`src/rtl/mem_access_unit_if.sv`:
```
// mem_access_unit_if
//   Bundles the core-side request/response signals and the memory-side bus of
//   mem_access_unit.
//   Core side : req, we, size, signext, addr, wdata -> busy, done, rdata, err
//   Memory    : mem_a, mem_wd, mem_we -> memory ; mem_rd <- memory (combinational)
//   Modports  : slave  = the access unit itself
//               master = the environment (core + memory) around it
interface mem_access_unit_if;
    logic        req;
    logic        we;
    logic [1:0]  size;
    logic        signext;
    logic [31:0] addr;
    logic [31:0] wdata;
    logic        busy;
    logic        done;
    logic [31:0] rdata;
    logic        err;
    logic [31:0] mem_a;
    logic [31:0] mem_wd;
    logic        mem_we;
    logic [31:0] mem_rd;

    modport slave (
        input  req, we, size, signext, addr, wdata, mem_rd,
        output busy, done, rdata, err, mem_a, mem_wd, mem_we
    );

    modport master (
        output req, we, size, signext, addr, wdata, mem_rd,
        input  busy, done, rdata, err, mem_a, mem_wd, mem_we
    );
endinterface

```
`src/rtl/mem_access_unit.sv`:
```
// mem_access_unit
//   Byte/halfword/word load-store unit between a core and a word-wide memory
//   with combinational read data. Sub-word stores are done as read-modify-write.
//   Ports:
//     clk   - clock, rising edge
//     reset - asynchronous, active-high
//     bus   - mem_access_unit_if.slave (core request/response + memory bus)
//   Build option:
//     MEM_ACCESS_ALIGN_CHECK_EN - when defined, misaligned halfword/word accesses
//     and size=11 complete immediately with err=1 and touch no memory. When not
//     defined, err is tied 0, low address bits are ignored for wide accesses and
//     size=11 is treated as a word.
module mem_access_unit (
    input logic              clk,
    input logic              reset,
    mem_access_unit_if.slave bus
);

    typedef enum logic [1:0] {StIdle, StRead, StWrite, StDone} state_e;

    state_e      state_q, state_d;
    logic [31:0] addr_q;
    logic [31:0] wdata_q;
    logic [1:0]  size_q;
    logic        we_q;
    logic        signext_q;
    logic [31:0] capWord_q;
    logic [31:0] rdata_q;

    logic        accept;
    logic        misaligned;
    logic [4:0]  laneShift;
    logic [31:0] laneMask;
    logic [31:0] laneData;
    logic [31:0] loadVal;

    assign accept = (state_q == StIdle) && bus.req;

`ifdef MEM_ACCESS_ALIGN_CHECK_EN
    logic err_q;

    assign misaligned = ((bus.size == 2'b01) && bus.addr[0]) ||
                        ((bus.size == 2'b10) && (bus.addr[1:0] != 2'b00)) ||
                        (bus.size == 2'b11);
    // err_q is rewritten on every accept, so it only needs qualifying with DONE.
    assign bus.err    = err_q && (state_q == StDone);

    always_ff @(posedge clk or posedge reset) begin
        if (reset) begin
            err_q <= 1'b0;
        end else if (accept) begin
            err_q <= misaligned;
        end
    end
`else
    assign misaligned = 1'b0;
    assign bus.err    = 1'b0;
`endif

    // size_q[1] set means word (10, or 11 when unchecked); size_q[0] picks halfword.
    always_comb begin
        laneShift = size_q[0] ? {addr_q[1], 4'b0000} : {addr_q[1:0], 3'b000};
        laneMask  = (size_q[0] ? 32'h0000_FFFF : 32'h0000_00FF) << laneShift;
        laneData  = bus.mem_rd >> laneShift;
        if (size_q[1]) begin
            loadVal = bus.mem_rd;
        end else if (size_q[0]) begin
            loadVal = {{16{signext_q & laneData[15]}}, laneData[15:0]};
        end else begin
            loadVal = {{24{signext_q & laneData[7]}}, laneData[7:0]};
        end
    end

    always_comb begin
        state_d = state_q;
        unique case (state_q)
            StIdle: begin
                if (bus.req) begin
                    if (misaligned) begin
                        state_d = StDone;
                    end else if (!bus.we || !bus.size[1]) begin
                        // Loads and sub-word stores both need the current word first.
                        state_d = StRead;
                    end else begin
                        state_d = StWrite;
                    end
                end
            end
            StRead:  state_d = we_q ? StWrite : StDone;
            StWrite: state_d = StDone;
            StDone:  state_d = StIdle;
            default: state_d = StIdle;
        endcase
    end

    always_ff @(posedge clk or posedge reset) begin
        if (reset) begin
            state_q <= StIdle;
        end else begin
            state_q <= state_d;
        end
    end

    always_ff @(posedge clk or posedge reset) begin
        if (reset) begin
            addr_q    <= '0;
            wdata_q   <= '0;
            size_q    <= '0;
            we_q      <= 1'b0;
            signext_q <= 1'b0;
            capWord_q <= '0;
            rdata_q   <= '0;
        end else begin
            if (accept) begin
                addr_q    <= bus.addr;
                wdata_q   <= bus.wdata;
                size_q    <= bus.size;
                we_q      <= bus.we;
                signext_q <= bus.signext;
            end
            if (state_q == StRead) begin
                capWord_q <= bus.mem_rd;
                if (!we_q) begin
                    rdata_q <= loadVal;
                end
            end
        end
    end

    assign bus.busy   = (state_q != StIdle);
    assign bus.done   = (state_q == StDone);
    assign bus.rdata  = rdata_q;
    assign bus.mem_a  = {addr_q[31:2], 2'b00};
    assign bus.mem_we = (state_q == StWrite);
    // Word stores pass wdata straight through; sub-word stores merge one lane.
    assign bus.mem_wd = size_q[1] ? wdata_q
                                  : ((capWord_q & ~laneMask) | ((wdata_q << laneShift) & laneMask));

endmodule

```
`src/flat_wrapper.sv`:
```
// flat-port wrapper written by rule: the top's interface ports become plain ports
module mem_access_unit_flat 
  (clk, reset, bus_req, bus_we, bus_size, bus_signext, bus_addr, bus_wdata, bus_mem_rd, bus_busy, bus_done, bus_rdata, bus_err, bus_mem_a, bus_mem_wd, bus_mem_we);
  mem_access_unit_if bus_i ();
  input logic clk;
  input logic reset;
  input wire logic [$bits(bus_i.req)-1:0] bus_req;
  input wire logic [$bits(bus_i.we)-1:0] bus_we;
  input wire logic [$bits(bus_i.size)-1:0] bus_size;
  input wire logic [$bits(bus_i.signext)-1:0] bus_signext;
  input wire logic [$bits(bus_i.addr)-1:0] bus_addr;
  input wire logic [$bits(bus_i.wdata)-1:0] bus_wdata;
  input wire logic [$bits(bus_i.mem_rd)-1:0] bus_mem_rd;
  output wire logic [$bits(bus_i.busy)-1:0] bus_busy;
  output wire logic [$bits(bus_i.done)-1:0] bus_done;
  output wire logic [$bits(bus_i.rdata)-1:0] bus_rdata;
  output wire logic [$bits(bus_i.err)-1:0] bus_err;
  output wire logic [$bits(bus_i.mem_a)-1:0] bus_mem_a;
  output wire logic [$bits(bus_i.mem_wd)-1:0] bus_mem_wd;
  output wire logic [$bits(bus_i.mem_we)-1:0] bus_mem_we;
  assign bus_i.req = bus_req;
  assign bus_i.we = bus_we;
  assign bus_i.size = bus_size;
  assign bus_i.signext = bus_signext;
  assign bus_i.addr = bus_addr;
  assign bus_i.wdata = bus_wdata;
  assign bus_i.mem_rd = bus_mem_rd;
  assign bus_busy = bus_i.busy;
  assign bus_done = bus_i.done;
  assign bus_rdata = bus_i.rdata;
  assign bus_err = bus_i.err;
  assign bus_mem_a = bus_i.mem_a;
  assign bus_mem_wd = bus_i.mem_wd;
  assign bus_mem_we = bus_i.mem_we;
  mem_access_unit u_core (.clk(clk), .reset(reset), .bus(bus_i));
endmodule
```
`config.mk`:
```
export PLATFORM = sky130hd
export DESIGN_NAME = mem_access_unit_flat
export DESIGN_NICKNAME = d
export VERILOG_FILES = /design/src/rtl/mem_access_unit_if.sv /design/src/rtl/mem_access_unit.sv /design/src/flat_wrapper.sv
export SDC_FILE = /design/constraint.sdc
export NUM_CORES = 1
export LEC_CHECK = 0
export ABC_AREA = 1
export BUFFER_PORTS_ARGS = -buffer_cell sky130_fd_sc_hd__buf_2
export CAP_MARGIN = 0
export CORE_MARGIN = 3
export CORE_UTILIZATION = 47
export CTS_BUF_LIST = sky130_fd_sc_hd__clkbuf_2 sky130_fd_sc_hd__clkbuf_4 sky130_fd_sc_hd__clkbuf_8
export DETAILED_ROUTE_END_ITERATION = 6
export PLACE_DENSITY = 0.74
export SLEW_MARGIN = 20
export SYNTH_ARGS = -nofsm -noshare
export SYNTH_HDL_FRONTEND = slang
export SYNTH_SLANG_ARGS = --single-unit
```
`constraint.sdc`:
```
create_clock -name clk -period 8.25 [get_ports clk]
set_input_delay 0.4125 -clock clk [delete_from_list [all_inputs] [get_ports clk]]
set_output_delay 0.4125 -clock clk [all_outputs]
set_load 0.02 [all_outputs]
```
==> results by group <==
Cells and area
  – Design area: 7850 um^2
  – Layout area overhead: 17.4%
  – Final net count: 1018
  – Most frequent cells in the layout: buf_2 (199), nand2_1 (172), dfrtp_1 (134), a21oi_1 (99)
  – Number of diodes: 0
  – Most common cell after layout, fill and taps aside: buf_2
  – Layout cells sized above 1: 33.1%

Power and ir drop
  – LEAKAGE: 4.06 nW
  – PwrDens: between 400 and 500 nW/um^2
  – Max IR drop VDD: between 0.0002 and 0.00025 V

Route
  – DR vias/cell: 5.19
  – WL final: 18200 um
  – WL/cell: 16.6 um
  – Antenna viol nets, final: 0
  – Vias: 5674
  – DRT Pass-1 Iters: 5
  – DR DRC count: 0
  – Initial DRC count: 495

Synthesis
  – Ys async rst share: 100%
  – Gate Count Post-Synth: 762
  – Mapped cell area: 6680 um^2
  – Largest area contributor in the netlist: dfrtp_1
  – Synth top area cells: dfrtp_1 (50%), nand2_1 (9.7%), mux2_2 (7.9%), a21oi_1 (7.4%), buf_4 (4.0%)
  – Top cell type's share of synthesized area: between 50% and 60%
  – Flop and latch count out of synthesis: ~130
  – Main synth FF type: dfrtp_1
  – Post-synth EDFFs: 0
  – Post-Syn Area per Cell: 8.77 um^2
  – Yosys warning total: 0
  – Unique masters post-synth: 28
  – Post-synthesis sequential area ratio: 50.2%

Global routing
  – Grt ovf: 0
  – Initial antenna violation count: 0
  – GRT Util Overall: 23.2%
  – First-pass GRT wire length: 28900 um
  – Largest net degree at the start of global routing: approximately 70
  – Vias in the first global route: 5691

Clocking
  – Clock sink total: 134
  – Total setup buffers inserted after CTS: 0
  – Clock root buffer: clkbuf_8
  – CTS tree: done
  – Hold Buf Count CTS: 0
  – H-tree Lvls: 4
  – TritonCTS Buffers: 17
  – CTS Buffer Depth: 2
  – Worst-path clk slew: 0.07 ns
  – Post-CTS Resized: 0
  – Clk_lat worst skew: between 0.4 and 0.5 ns

Worst setup path
  – Worst-path maximum fanout: 50
  – CP required: 7.84 ns
  – Worst Setup End Kind: output pin
  – Startpoint Class: flip-flop
  – Crit Path Category: reg -> out
  – CP arrival: 3.21 ns

STA
  – Minimum clock period: 3.62 ns
  – Fin. max-slew vios: 0
  – Hold violation count in the final report: 0
  – Max Fclk: approximately 280 MHz
  – Max transition margin: roughly 34%
  – RSZ-0062 raised after global routing: no
  – Final setup TNS: 0 ns
  – Fin crit share: between 40% and 50%
  – Fin Clk Skew: 0.0154 ns
  – Slew @ Worst Pin: 0.983 ns
  – # setup viols final: 0

Status
  – Status: finished clean

Placement
  – Placer Congestion: roughly 0.89
  – Detail Placement HPWL: around 13000 um
  – Buffers on Ports: 199
  – Placed Area: 7490 um^2

Hold path
  – Hold Path Class: in -> async

Floorplanning
  – Num rows: 42
  – Core box area: 13600 um^2
  – DIE HEIGHT: ~130 um
  – Initial Utilization: about half
  – Die W: roughly 130 um
  – DIE AREA: 15700 um^2
  – Ports: ~200

Flow run
  – Max-Cap Viols: 0
power breakdown:
part           internal [mW]  leakage (nW)  total (mW)  switching [mW]
combinational          0.675          2.29        1.99            1.32
sequential             0.990          1.58        1.18           0.194
clock                  0.281         0.190       0.516           0.235
total                   1.95          4.06        3.69            1.75
cell families after synthesis:
family                   count (synthesis)  synth area share, %
AO/OA/AOI/OAI                          189                 15.6
adder cells (fa/ha/maj)                  5                0.936
buffers and inverters                  132                 10.0
flip-flops                             134                 50.2
multiplexers                            47                 7.92
other                                    1               0.0561
AND/OR/NAND/NOR                        254                 15.3
final cells by class:
cell class	count	area [um^2]
clock buffers	21	277
clock inverters	6	80.1
fillers	1272	5710
inverters	56	215
multi-input cells	498	2680
flip-flops and latches	134	3350
well taps	176	220
repair buffers	203	1030
critical path, cell delays in order, from the launching register on:
cell and delay [ns]:
dfrtp_1 0.33, buf_4 0.41, clkinv_1 0.92, nand2_2 0.69
nand2_1 0.10, o21ai_0 0.10, buf_2 0.19
per-layer routing:
layer / share of wire, % / global-route usage (%) / vias up / wire (um)
li1: - / - / 2758 / -
met1: 41 / 29.4 / 2609 / 7510
met2: 48 / 37.7 / 259 / 8690
met3: 8.1 / 6.87 / 48 / 1480
met4: 2.8 / 8.61 / 0 / 504
met5: 0 / 0 / - / 0
per-stage QoR:
step	utilization [%]	hold WS [ns]	power (mW)	setup slack (ns)	instances
after floorplan	-	0.442	2.69	4.25	764
after global placement	55.3	0.455	3.14	5.27	1067
after detailed placement	55.3	0.461	3.19	5.15	1067
after CTS	57.9	0.0636	3.71	4.67	1094
after global routing	57.9	0.0823	3.97	4.30	1094
final	57.9	0.0446	3.69	4.63	1094
synthesized netlist by cell type, types with 9 or more instances:
cell type / number
nor2_1: 53
buf_4: 36
mux2_2: 47
inv_1: 49
clkbuf_1: 25
a21oi_2: 12
o211ai_1: 9
o21ai_0: 53
nand3_1: 13
nand2_1: 173
dfrtp_1: 134
a21oi_1: 99
worst paths after layout:
path | start | slack, ns | endpoint | cells past startpoint
min in group clk | bus_wdata[27] | 0.20 | u_core.wdata_q[27]$_DFFE_PP0P_ | 2
max reg2reg | u_core.size_q[1]$_DFFE_PP0P_ | 5.42 | u_core.bus.rdata[3]$_DFFE_PP0P_ | 5
min reg2reg | u_core.bus.rdata[14]$_DFFE_PP0P_ | 0.48 | u_core.bus.rdata[14]$_DFFE_PP0P_ | 2
min | reset | 0.04 | u_core.wdata_q[25]$_DFFE_PP0P_ | 2
max | u_core.size_q[1]$_DFFE_PP0P_ | 4.63 | bus_mem_wd[5] | 6
max in group asynchronous | reset | 6.91 | u_core.we_q$_DFFE_PP0P_ | 3
state kept, by name (all words and copies together) (netlist names):
signal / count
u_core.size_q: 2
u_core.wdata_q: 32
u_core.we_q: 1
u_core.capWord_q: 32
u_core.state_q: 2
u_core.signext_q: 1
u_core.addr_q: 32
u_core.bus.rdata: 32
(Power assumes the default switching activity.)
